## config.mk

```make
export PLATFORM = sky130hd
export DESIGN_NAME = cart_bs_detect_flat
export DESIGN_NICKNAME = d
export VERILOG_FILES = /design/src/rtl/cart_pkg.sv /design/src/rtl/cart_bs_detect_if.sv /design/src/rtl/cart_sig_match.sv /design/src/rtl/cart_bs_detect.sv /design/src/flat_wrapper.sv
export SDC_FILE = /design/constraint.sdc
export NUM_CORES = 1
export LEC_CHECK = 0
export CORE_MARGIN = 10
export CORE_UTILIZATION = 50
export DETAILED_ROUTE_END_ITERATION = 8
export HOLD_SLACK_MARGIN = 0.03
export PLACE_DENSITY = 0.77
export SLEW_MARGIN = 10
export SYNTH_ARGS = -nofsm -noshare
export SYNTH_HDL_FRONTEND = slang
export SYNTH_HIERARCHICAL = 1
export SYNTH_SLANG_ARGS = --single-unit
export TNS_END_PERCENT = 30
```

## constraint.sdc

```tcl
create_clock -name clk_sys -period 2.4 [get_ports clk_sys]
set_input_delay 0.36 -clock clk_sys [delete_from_list [all_inputs] [get_ports clk_sys]]
set_output_delay 0.36 -clock clk_sys [all_outputs]
set_load 0.03 [all_outputs]
```

## src/rtl/cart_pkg.sv

```systemverilog
// Shared types and constants for cartridge bank-switch / SuperChip detection.
package cart_pkg;

  typedef enum logic [3:0] {
    BS_NONE = 4'd0,
    BS_F8   = 4'd1,
    BS_F6   = 4'd2,
    BS_FE   = 4'd3,
    BS_E0   = 4'd4,
    BS_3F   = 4'd5,
    BS_F4   = 4'd6,
    BS_P2   = 4'd7,
    BS_FA   = 4'd8,
    BS_CV   = 4'd9
  } bs_t;

  typedef enum logic [1:0] {
    ST_IDLE,
    ST_LOAD,
    ST_DECIDE,
    ST_DONE
  } det_state_t;

  localparam logic [31:0] SZ_8K   = 32'd8192;
  localparam logic [31:0] SZ_10K  = 32'd10240;
  localparam logic [31:0] SZ_10K5 = 32'd10495;
  localparam logic [31:0] SZ_12K  = 32'd12288;
  localparam logic [31:0] SZ_16K  = 32'd16384;
  localparam logic [31:0] SZ_32K  = 32'd32768;

  // Signatures are matched with the most recent byte in the low byte lane.
  localparam logic [15:0] SIG_3F   = 16'h853F;
  localparam logic [23:0] SIG_E0_A = 24'h8DE01F;
  localparam logic [23:0] SIG_E0_B = 24'h8DE05F;
  localparam logic [23:0] SIG_E0_C = 24'h8DE9FF;
  localparam logic [23:0] SIG_E0_D = 24'hADE01F;
  localparam logic [39:0] SIG_FE   = 40'h2000D0C6C5;

  function automatic logic [3:0] sat_inc4(input logic [3:0] v);
    return (v == 4'hF) ? v : v + 4'd1;
  endfunction

endpackage

```

## src/rtl/cart_bs_detect_if.sv

```systemverilog
// ioctl download snoop inputs, override controls and resolved detection results.
interface cart_bs_detect_if #(
  parameter int ADDR_W = 17
);
  logic              ioctl_download;
  logic              ioctl_wr;
  logic [ADDR_W-1:0] ioctl_addr;
  logic [7:0]        ioctl_dout;
  logic [3:0]        ext_bs;
  logic              ext_sc;
  logic [1:0]        sc_mode;
  logic [3:0]        force_bs;
  logic              sc;
  logic [ADDR_W-1:0] rom_size;
  logic              det_valid;

  modport master (
    output ioctl_download, ioctl_wr, ioctl_addr, ioctl_dout, ext_bs, ext_sc, sc_mode,
    input  force_bs, sc, rom_size, det_valid
  );

  modport slave (
    input  ioctl_download, ioctl_wr, ioctl_addr, ioctl_dout, ext_bs, ext_sc, sc_mode,
    output force_bs, sc, rom_size, det_valid
  );
endinterface

```

## src/rtl/cart_sig_match.sv

```systemverilog
// Byte-history window plus saturating 3F/E0 hit counters and sticky FE flag.
// Counts update the cycle after a write; clr wins over wr.
module cart_sig_match
  import cart_pkg::*;
(
  input  logic       clk_sys,
  input  logic       rst,
  input  logic       clr,
  input  logic       wr,
  input  logic [7:0] data,
  output logic [3:0] cnt_3f,
  output logic [3:0] cnt_e0,
  output logic       fe_hit
);

  logic [31:0] hist_q;
  logic [39:0] win;
  logic        hit_3f;
  logic        hit_e0;
  logic        hit_fe;

  // Five-byte window: four previous bytes plus the byte being written now.
  assign win    = {hist_q, data};
  assign hit_3f = (win[15:0] == SIG_3F);
  assign hit_e0 = (win[23:0] == SIG_E0_A) || (win[23:0] == SIG_E0_B) ||
                  (win[23:0] == SIG_E0_C) || (win[23:0] == SIG_E0_D);
  assign hit_fe = (win == SIG_FE);

  always_ff @(posedge clk_sys or posedge rst) begin
    if (rst) begin
      hist_q <= '0;
      cnt_3f <= '0;
      cnt_e0 <= '0;
      fe_hit <= 1'b0;
    end else if (clr) begin
      hist_q <= '0;
      cnt_3f <= '0;
      cnt_e0 <= '0;
      fe_hit <= 1'b0;
    end else if (wr) begin
      hist_q <= win[31:0];
      if (hit_3f) cnt_3f <= sat_inc4(cnt_3f);
      if (hit_e0) cnt_e0 <= sat_inc4(cnt_e0);
      if (hit_fe) fe_hit <= 1'b1;
    end
  end

endmodule

```

## src/rtl/cart_bs_detect.sv

```systemverilog
// Passive ioctl snooper: sizes the cartridge image, scans signatures, resolves force_bs/sc.
// Results and det_valid land 2 clk_sys cycles after ioctl_download falls; never stalls the stream.
module cart_bs_detect
  import cart_pkg::*;
#(
  parameter int ADDR_W   = 17,
  parameter int SIG_MIN  = 2,
  parameter int SC_BYTES = 256
) (
  input logic             clk_sys,
  input logic             reset,
  cart_bs_detect_if.slave io
);

  logic [1:0]        rst_sync_q;
  logic              rst;
  logic              dl_q;
  logic              rise;
  logic              fall;
  det_state_t        state_q;
  det_state_t        state_d;
  logic              start;
  logic              snoop_wr;
  logic              pend_q;
  logic [ADDR_W-1:0] max_addr_q;
  logic              any_wr_q;
  logic [7:0]        byte0_q;
  logic              b0_vld_q;
  logic              sc_ok_q;
  logic [3:0]        cnt_3f;
  logic [3:0]        cnt_e0;
  logic              fe_hit;
  logic [ADDR_W:0]   size_ext;
  logic [ADDR_W-1:0] size_d;
  logic [31:0]       size32;
  logic              sc_auto;
  bs_t               bs_d;
  logic              sc_d;
  bs_t               force_bs_q;
  logic              sc_q;
  logic [ADDR_W-1:0] rom_size_q;
  logic              det_valid_q;

  always_ff @(posedge clk_sys or posedge reset) begin
    if (reset) rst_sync_q <= 2'b11;
    else       rst_sync_q <= {rst_sync_q[0], 1'b0};
  end
  assign rst = rst_sync_q[1];

  // Reset value 1 hides a download already in flight, so only a fresh rising edge starts a snoop.
  always_ff @(posedge clk_sys or posedge rst) begin
    if (rst) dl_q <= 1'b1;
    else     dl_q <= io.ioctl_download;
  end
  assign rise = io.ioctl_download & ~dl_q;
  assign fall = ~io.ioctl_download & dl_q;

  always_ff @(posedge clk_sys or posedge rst) begin
    if (rst) state_q <= ST_IDLE;
    else     state_q <= state_d;
  end

  always_comb begin
    state_d = state_q;
    start   = 1'b0;
    case (state_q)
      ST_IDLE: begin
        if (rise) begin
          start   = 1'b1;
          state_d = ST_LOAD;
        end
      end
      ST_LOAD: begin
        if (fall) state_d = ST_DECIDE;
      end
      ST_DECIDE: state_d = ST_DONE;
      ST_DONE: begin
        if (rise || pend_q) begin
          start   = 1'b1;
          state_d = ST_LOAD;
        end
      end
      default: state_d = ST_IDLE;
    endcase
  end

  assign snoop_wr = io.ioctl_wr && (state_q == ST_LOAD);

  cart_sig_match u_sig (
    .clk_sys (clk_sys),
    .rst     (rst),
    .clr     (start),
    .wr      (snoop_wr),
    .data    (io.ioctl_dout),
    .cnt_3f  (cnt_3f),
    .cnt_e0  (cnt_e0),
    .fe_hit  (fe_hit)
  );

  // A full 2^ADDR_W image cannot be represented, so it reports all-ones.
  assign size_ext = {1'b0, max_addr_q} + {{ADDR_W{1'b0}}, 1'b1};
  always_comb begin
    size_d = '0;
    if (any_wr_q) size_d = size_ext[ADDR_W] ? {ADDR_W{1'b1}} : size_ext[ADDR_W-1:0];
  end
  assign size32 = 32'(size_d);

  assign sc_auto = sc_ok_q && (size32 >= 32'(SC_BYTES)) &&
                   ((size32 == SZ_8K) || (size32 == SZ_16K) || (size32 == SZ_32K));

  always_comb begin
    bs_d = BS_NONE;
    if (io.ext_bs != 4'd0)                                     bs_d = bs_t'(io.ext_bs);
    else if (32'(cnt_3f) >= 32'(SIG_MIN))                      bs_d = BS_3F;
    else if ((size32 == SZ_8K) && (32'(cnt_e0) >= 32'(SIG_MIN))) bs_d = BS_E0;
    else if ((size32 == SZ_8K) && fe_hit)                      bs_d = BS_FE;
    else if (size32 == SZ_8K)                                  bs_d = BS_F8;
    else if ((size32 == SZ_10K) || (size32 == SZ_10K5))        bs_d = BS_P2;
    else if (size32 == SZ_12K)                                 bs_d = BS_FA;
    else if (size32 == SZ_16K)                                 bs_d = BS_F6;
    else if (size32 == SZ_32K)                                 bs_d = BS_F4;
  end

  always_comb begin
    sc_d = 1'b1;
    case (io.sc_mode)
      2'd0:    sc_d = io.ext_sc | sc_auto;
      2'd1:    sc_d = 1'b0;
      default: sc_d = 1'b1;
    endcase
  end

  always_ff @(posedge clk_sys or posedge rst) begin
    if (rst) begin
      pend_q      <= 1'b0;
      max_addr_q  <= '0;
      any_wr_q    <= 1'b0;
      byte0_q     <= '0;
      b0_vld_q    <= 1'b0;
      sc_ok_q     <= 1'b1;
      force_bs_q  <= BS_NONE;
      sc_q        <= 1'b0;
      rom_size_q  <= '0;
      det_valid_q <= 1'b0;
    end else begin
      if (start) begin
        pend_q      <= 1'b0;
        max_addr_q  <= '0;
        any_wr_q    <= 1'b0;
        b0_vld_q    <= 1'b0;
        sc_ok_q     <= 1'b1;
        det_valid_q <= 1'b0;
      end else begin
        if ((state_q == ST_DECIDE) && rise) pend_q <= 1'b1;
        if (snoop_wr) begin
          any_wr_q <= 1'b1;
          if (io.ioctl_addr > max_addr_q) max_addr_q <= io.ioctl_addr;
          // Bank-0 bytes arriving before byte 0 cannot be checked, so they disqualify SuperChip.
          if (32'(io.ioctl_addr) < 32'(SC_BYTES)) begin
            if (io.ioctl_addr == '0) begin
              byte0_q  <= io.ioctl_dout;
              b0_vld_q <= 1'b1;
            end else if (!b0_vld_q || (io.ioctl_dout != byte0_q)) begin
              sc_ok_q <= 1'b0;
            end
          end
        end
      end
      if (state_q == ST_DECIDE) begin
        force_bs_q  <= bs_d;
        sc_q        <= sc_d;
        rom_size_q  <= size_d;
        det_valid_q <= 1'b1;
      end
    end
  end

  assign io.force_bs  = force_bs_q;
  assign io.sc        = sc_q;
  assign io.rom_size  = rom_size_q;
  assign io.det_valid = det_valid_q;

endmodule

```

## src/flat_wrapper.sv

```systemverilog
// flat-port wrapper written by rule: the top's interface ports become plain ports
module cart_bs_detect_flat import cart_pkg::*;
#(
  parameter int ADDR_W   = 17,
  parameter int SIG_MIN  = 2,
  parameter int SC_BYTES = 256
)
  (clk_sys, reset, io_ioctl_download, io_ioctl_wr, io_ioctl_addr, io_ioctl_dout, io_ext_bs, io_ext_sc, io_sc_mode, io_force_bs, io_sc, io_rom_size, io_det_valid);
  cart_bs_detect_if #(.ADDR_W(ADDR_W)) io_i ();
  input logic clk_sys;
  input logic reset;
  input wire logic [$bits(io_i.ioctl_download)-1:0] io_ioctl_download;
  input wire logic [$bits(io_i.ioctl_wr)-1:0] io_ioctl_wr;
  input wire logic [$bits(io_i.ioctl_addr)-1:0] io_ioctl_addr;
  input wire logic [$bits(io_i.ioctl_dout)-1:0] io_ioctl_dout;
  input wire logic [$bits(io_i.ext_bs)-1:0] io_ext_bs;
  input wire logic [$bits(io_i.ext_sc)-1:0] io_ext_sc;
  input wire logic [$bits(io_i.sc_mode)-1:0] io_sc_mode;
  output wire logic [$bits(io_i.force_bs)-1:0] io_force_bs;
  output wire logic [$bits(io_i.sc)-1:0] io_sc;
  output wire logic [$bits(io_i.rom_size)-1:0] io_rom_size;
  output wire logic [$bits(io_i.det_valid)-1:0] io_det_valid;
  assign io_i.ioctl_download = io_ioctl_download;
  assign io_i.ioctl_wr = io_ioctl_wr;
  assign io_i.ioctl_addr = io_ioctl_addr;
  assign io_i.ioctl_dout = io_ioctl_dout;
  assign io_i.ext_bs = io_ext_bs;
  assign io_i.ext_sc = io_ext_sc;
  assign io_i.sc_mode = io_sc_mode;
  assign io_force_bs = io_i.force_bs;
  assign io_sc = io_i.sc;
  assign io_rom_size = io_i.rom_size;
  assign io_det_valid = io_i.det_valid;
  cart_bs_detect #(.ADDR_W(ADDR_W), .SIG_MIN(SIG_MIN), .SC_BYTES(SC_BYTES)) u_core (.clk_sys(clk_sys), .reset(reset), .io(io_i));
endmodule
```

==> impl_results.md <==
* DP Wirelength at 11100 um
* Critical path type: reg -> reg
* Rows at 38
* Initial antenna violation count at 0
* Measured slew at the worst slew-check pin at roughly 610 ps
* CP startpoint kind: flip-flop
* Synth cell types at between 50 and 60
* Switching portion of total power at 43.1%
* Largest net degree at the start of global routing at 60
* FF-to-FF path depth at 9
* Flop pwr share at 35.1%
* Initial core utilization at 51.3%
* NetSw at between 3000 and 4000 uW
* Area post-placement at 6790 um^2
* Clock power share at 14.0%
* DR iter-0 viols at 471
* Leakage at between 0.003 and 0.004 uW
* Total GRT Usage at 18.2%
* Fin crit share at 101%
* Core Region at 10900 um^2
* Post-route insts no fill at around 850
* Dominant cells by area after synthesis: dfrtp_1, mux2i_1, ha_1, nor2_1, nand3_1
* Fin area at about 7200 um^2
* Slowest cell on crit path: dfrtp_2
* Most numerous cell in the Yosys netlist: dfrtp_1
* Total Power at 7900 uW
* Number of synthesized flops with an enable pin at 0
* Num CTS Buffers at 9
* Post-layout util at about two thirds
* WL per Instance at between 15 and 20 um
* Max Buffers Root-to-Sink at 2
* GRT Max-Usage Layer: met2
* Area Growth Syn to Fin at 29.2%
* # setup viols final at 1
* Pwr dens at 1090 nW/um^2
* Failing checks: setup timing
* CTS tree: built
* Grt total ovfl at 0
* Nets at 763
* Root Driver: clkbuf_8
* Grt met3 use at 3.86%
* Via-to-Cell Ratio at 5.80
* Fmax at between 400 and 500 MHz
* Critical Path RT at between 2000 and 3000 ps
* Boundary pin count at 59
* Clk sinks at 98
* Vias in the first global route at a little under 5000
* Sequential fraction of the synthesis area at 44.0%
* Remaining antenna violation count at 0
* Combinational Power Share at 50.9%
* Internal Power at between 4000 and 5000 uW
* Clk slew on worst S/H paths at 100 ps
* Met1 usage in global routing at 24.0%
* GR Layer Usage met2 at between 20% and 30%
* Synth warn at 6
* First-pass GRT wire length at ~24000 um
* #FFs+latches synth at 98
* Cell Chain, Critical Path: nand3_4 > nor4_2 > mux2i_1 > buf_4 > nor3_2 > a41oi_1 > o211ai_1 > a21oi_1 > o22a_1
* Mapped cell area at between 5000 and 6000 um^2
* RSZ-0062 raised after global routing: yes
* Post-layout minimum cycle time at roughly 2400 ps
* Worst-Skew Late Latency at 380 ps
* Slack of the worst reg-to-reg path at -30 ps
* Global placer's final weighted congestion at 0.948
* Max Cap Violations at 0
* Die area at about 16000 um^2
* Final Hold Fails at 0
* Worst Path Arrival at 2760 ps
* CTS H-tree lvls at 3
* Input/output buffers at a little under 60
* Most frequent cells after synthesis: dfrtp_1, nor2_1, inv_1, nand3_1, o21ai_0
* Max incr delay on CP at 500 ps
* Ant diodes at 0
* Pre-antenna DRT Iters at 5
* Final WS setup at -33.3 ps
* Die X at 126 um
* Status: finished with violations
* Syn avg cell area at 9.50 um^2
* Post-Route WL at 14800 um
* Synth Flop Type: dfrtp_1
* Maximum VDD drop at between 0.7 and 0.8 mV
* Share of post-route cells with drive strength above 1 at 21.1%
* Cell type with the largest total area after synthesis: dfrtp_1
* Max Slew Vio Count at 0
* Via count at 4915
* Worst hold-check path type: reg -> async
* Residual DRC count at 0
* Final clock skew at around 12 ps
* Synth top area share at between 40% and 50%
* Rel. slew slack at 59.2%
* Critical Path Fanout Max at 8
* Placed insts at 827
* Async S/R FF share, synth at 100%
* Crit end category: flip-flop
* Post-Synthesis Cells at 588
* Net count of the mapped netlist at approximately 650
* Die Height at 126 um
-- routing by layer --
layer / up-vias / wire, um
li1: 2337 / -
met1: 2379 / 6490
met2: 177 / 7060
met3: 22 / 994
met4: 0 / 241
met5: - / 0
-- final cells by class --
type | instances | area, um^2
fillers | 866 | 3670
multi-input cells | 414 | 3020
flip-flops and latches | 98 | 2460
repair buffers | 132 | 1180
inverters | 47 | 176
well taps | 140 | 175
clock buffers | 10 | 128
clock inverters | 6 | 72.6
-- power groups by stage --
stage                     Combinational (uW)  Clock [uW]  Sequential [uW]
after global routing                    4400        1190             2840
after floorplan                         2080           0             2900
final                                   4020        1110             2770
after CTS                               3770        1120             2750
after detailed placement                3690           0             2770
after global placement                  3560           0             2730
-- final timing paths --
kind / from / endpoint
min in group clk_sys: u_core/rst_sync_q[0] / u_core/rst_sync_q[1]
min reg2reg: u_core/rst_sync_q[1] / u_core/b0_vld_q
max: u_core/max_addr_q[3] / u_core/io.sc
max reg2reg: u_core/max_addr_q[3] / u_core/io.sc
max in group asynchronous: u_core/rst_sync_q[1] / u_core/io.rom_size[2]
min: u_core/rst_sync_q[1] / u_core/b0_vld_q
-- flip-flops by register name, indices dropped and copies added, names as in the netlist, 2 cells and up --
| name | flops |
|---|---|
| u_core/byte0_q | 8 |
| u_core/u_sig/hist_q | 32 |
| u_core/max_addr_q | 17 |
| u_core/io.rom_size | 17 |
| u_core/state_q | 2 |
| u_core/u_sig/cnt_3f | 4 |
| u_core/u_sig/cnt_e0 | 4 |
| u_core/io.force_bs | 4 |
| u_core/rst_sync_q | 2 |
-- critical path: cells and delay by family (launching register included) --
| family | cells | cell delay, ps |
|---|---|---|
| AOI/OAI and AO/OA | 4 | 780 |
| buffers and inverters | 1 | 160 |
| DFF | 1 | 500 |
| muxes | 1 | 310 |
| and+or+nand+nor | 3 | 620 |
-- cell families (layout without fill, tap and decap cells) --
group                    count (synthesis)  after routing  share of synthesized area, %
AND/OR/NAND/NOR                        203            203                          20.5
AO/OA/AOI/OAI                          117            117                          12.9
flip-flops                              98             98                          44.0
buffers and inverters                   76            195                          5.15
multiplexers                            44             44                          8.09
adder cells (fa/ha/maj)                 25             25                          5.60
XOR/XNOR                                24             24                          3.76
other                                    1              1                        0.0671
-- per-stage QoR --
step / hold slack, ps / setup TNS, ps / worst slack, ps
floorplan: 272 / 0 / 10.9
global placement: 249 / -2780 / -129
detailed placement: 261 / -5140 / -276
CTS: 264 / 0 / 7.57
global route: 284 / -422 / -119
finish: 261 / -33.3 / -33.3
-- cells in the final DEF, fill, tap and decap left out, types with 3 or more instances in the layout --
cell type	count
xor2_1	13
clkdlybuf4s50_1	58
dfstp_2	4
and3_1	6
buf_4	70
ha_1	23
nand3_1	39
clkbuf_8	9
inv_2	3
nor2_1	53
o21ai_0	37
o21a_1	3
dfrtp_1	90
a21o_1	4
or4b_1	5
o211ai_1	10
mux2i_1	35
inv_1	44
a31oi_1	4
a21oi_1	31
o22ai_1	6
nor4_2	8
nand4_1	13
inv_6	3
o21ai_1	5
or3_1	4
xnor2_1	9
nor4_1	13
mux2_2	9
nand2_1	17
nor3_1	8
nor2b_1	5
nand2b_1	4
dfrtp_2	4
-- timing repair --
item / 4_1_cts / 5_1_grt
cloned: 0 / 1
hold buffers: 0 / 0
endpoints found under the hold margin: 0 / 0
setup buffers: 2 / 1
resized for setup: 9 / 27
setup endpoints to repair: 4 / 22
pin swaps: 1 / 7
Power figures use the tool's default switching activity.
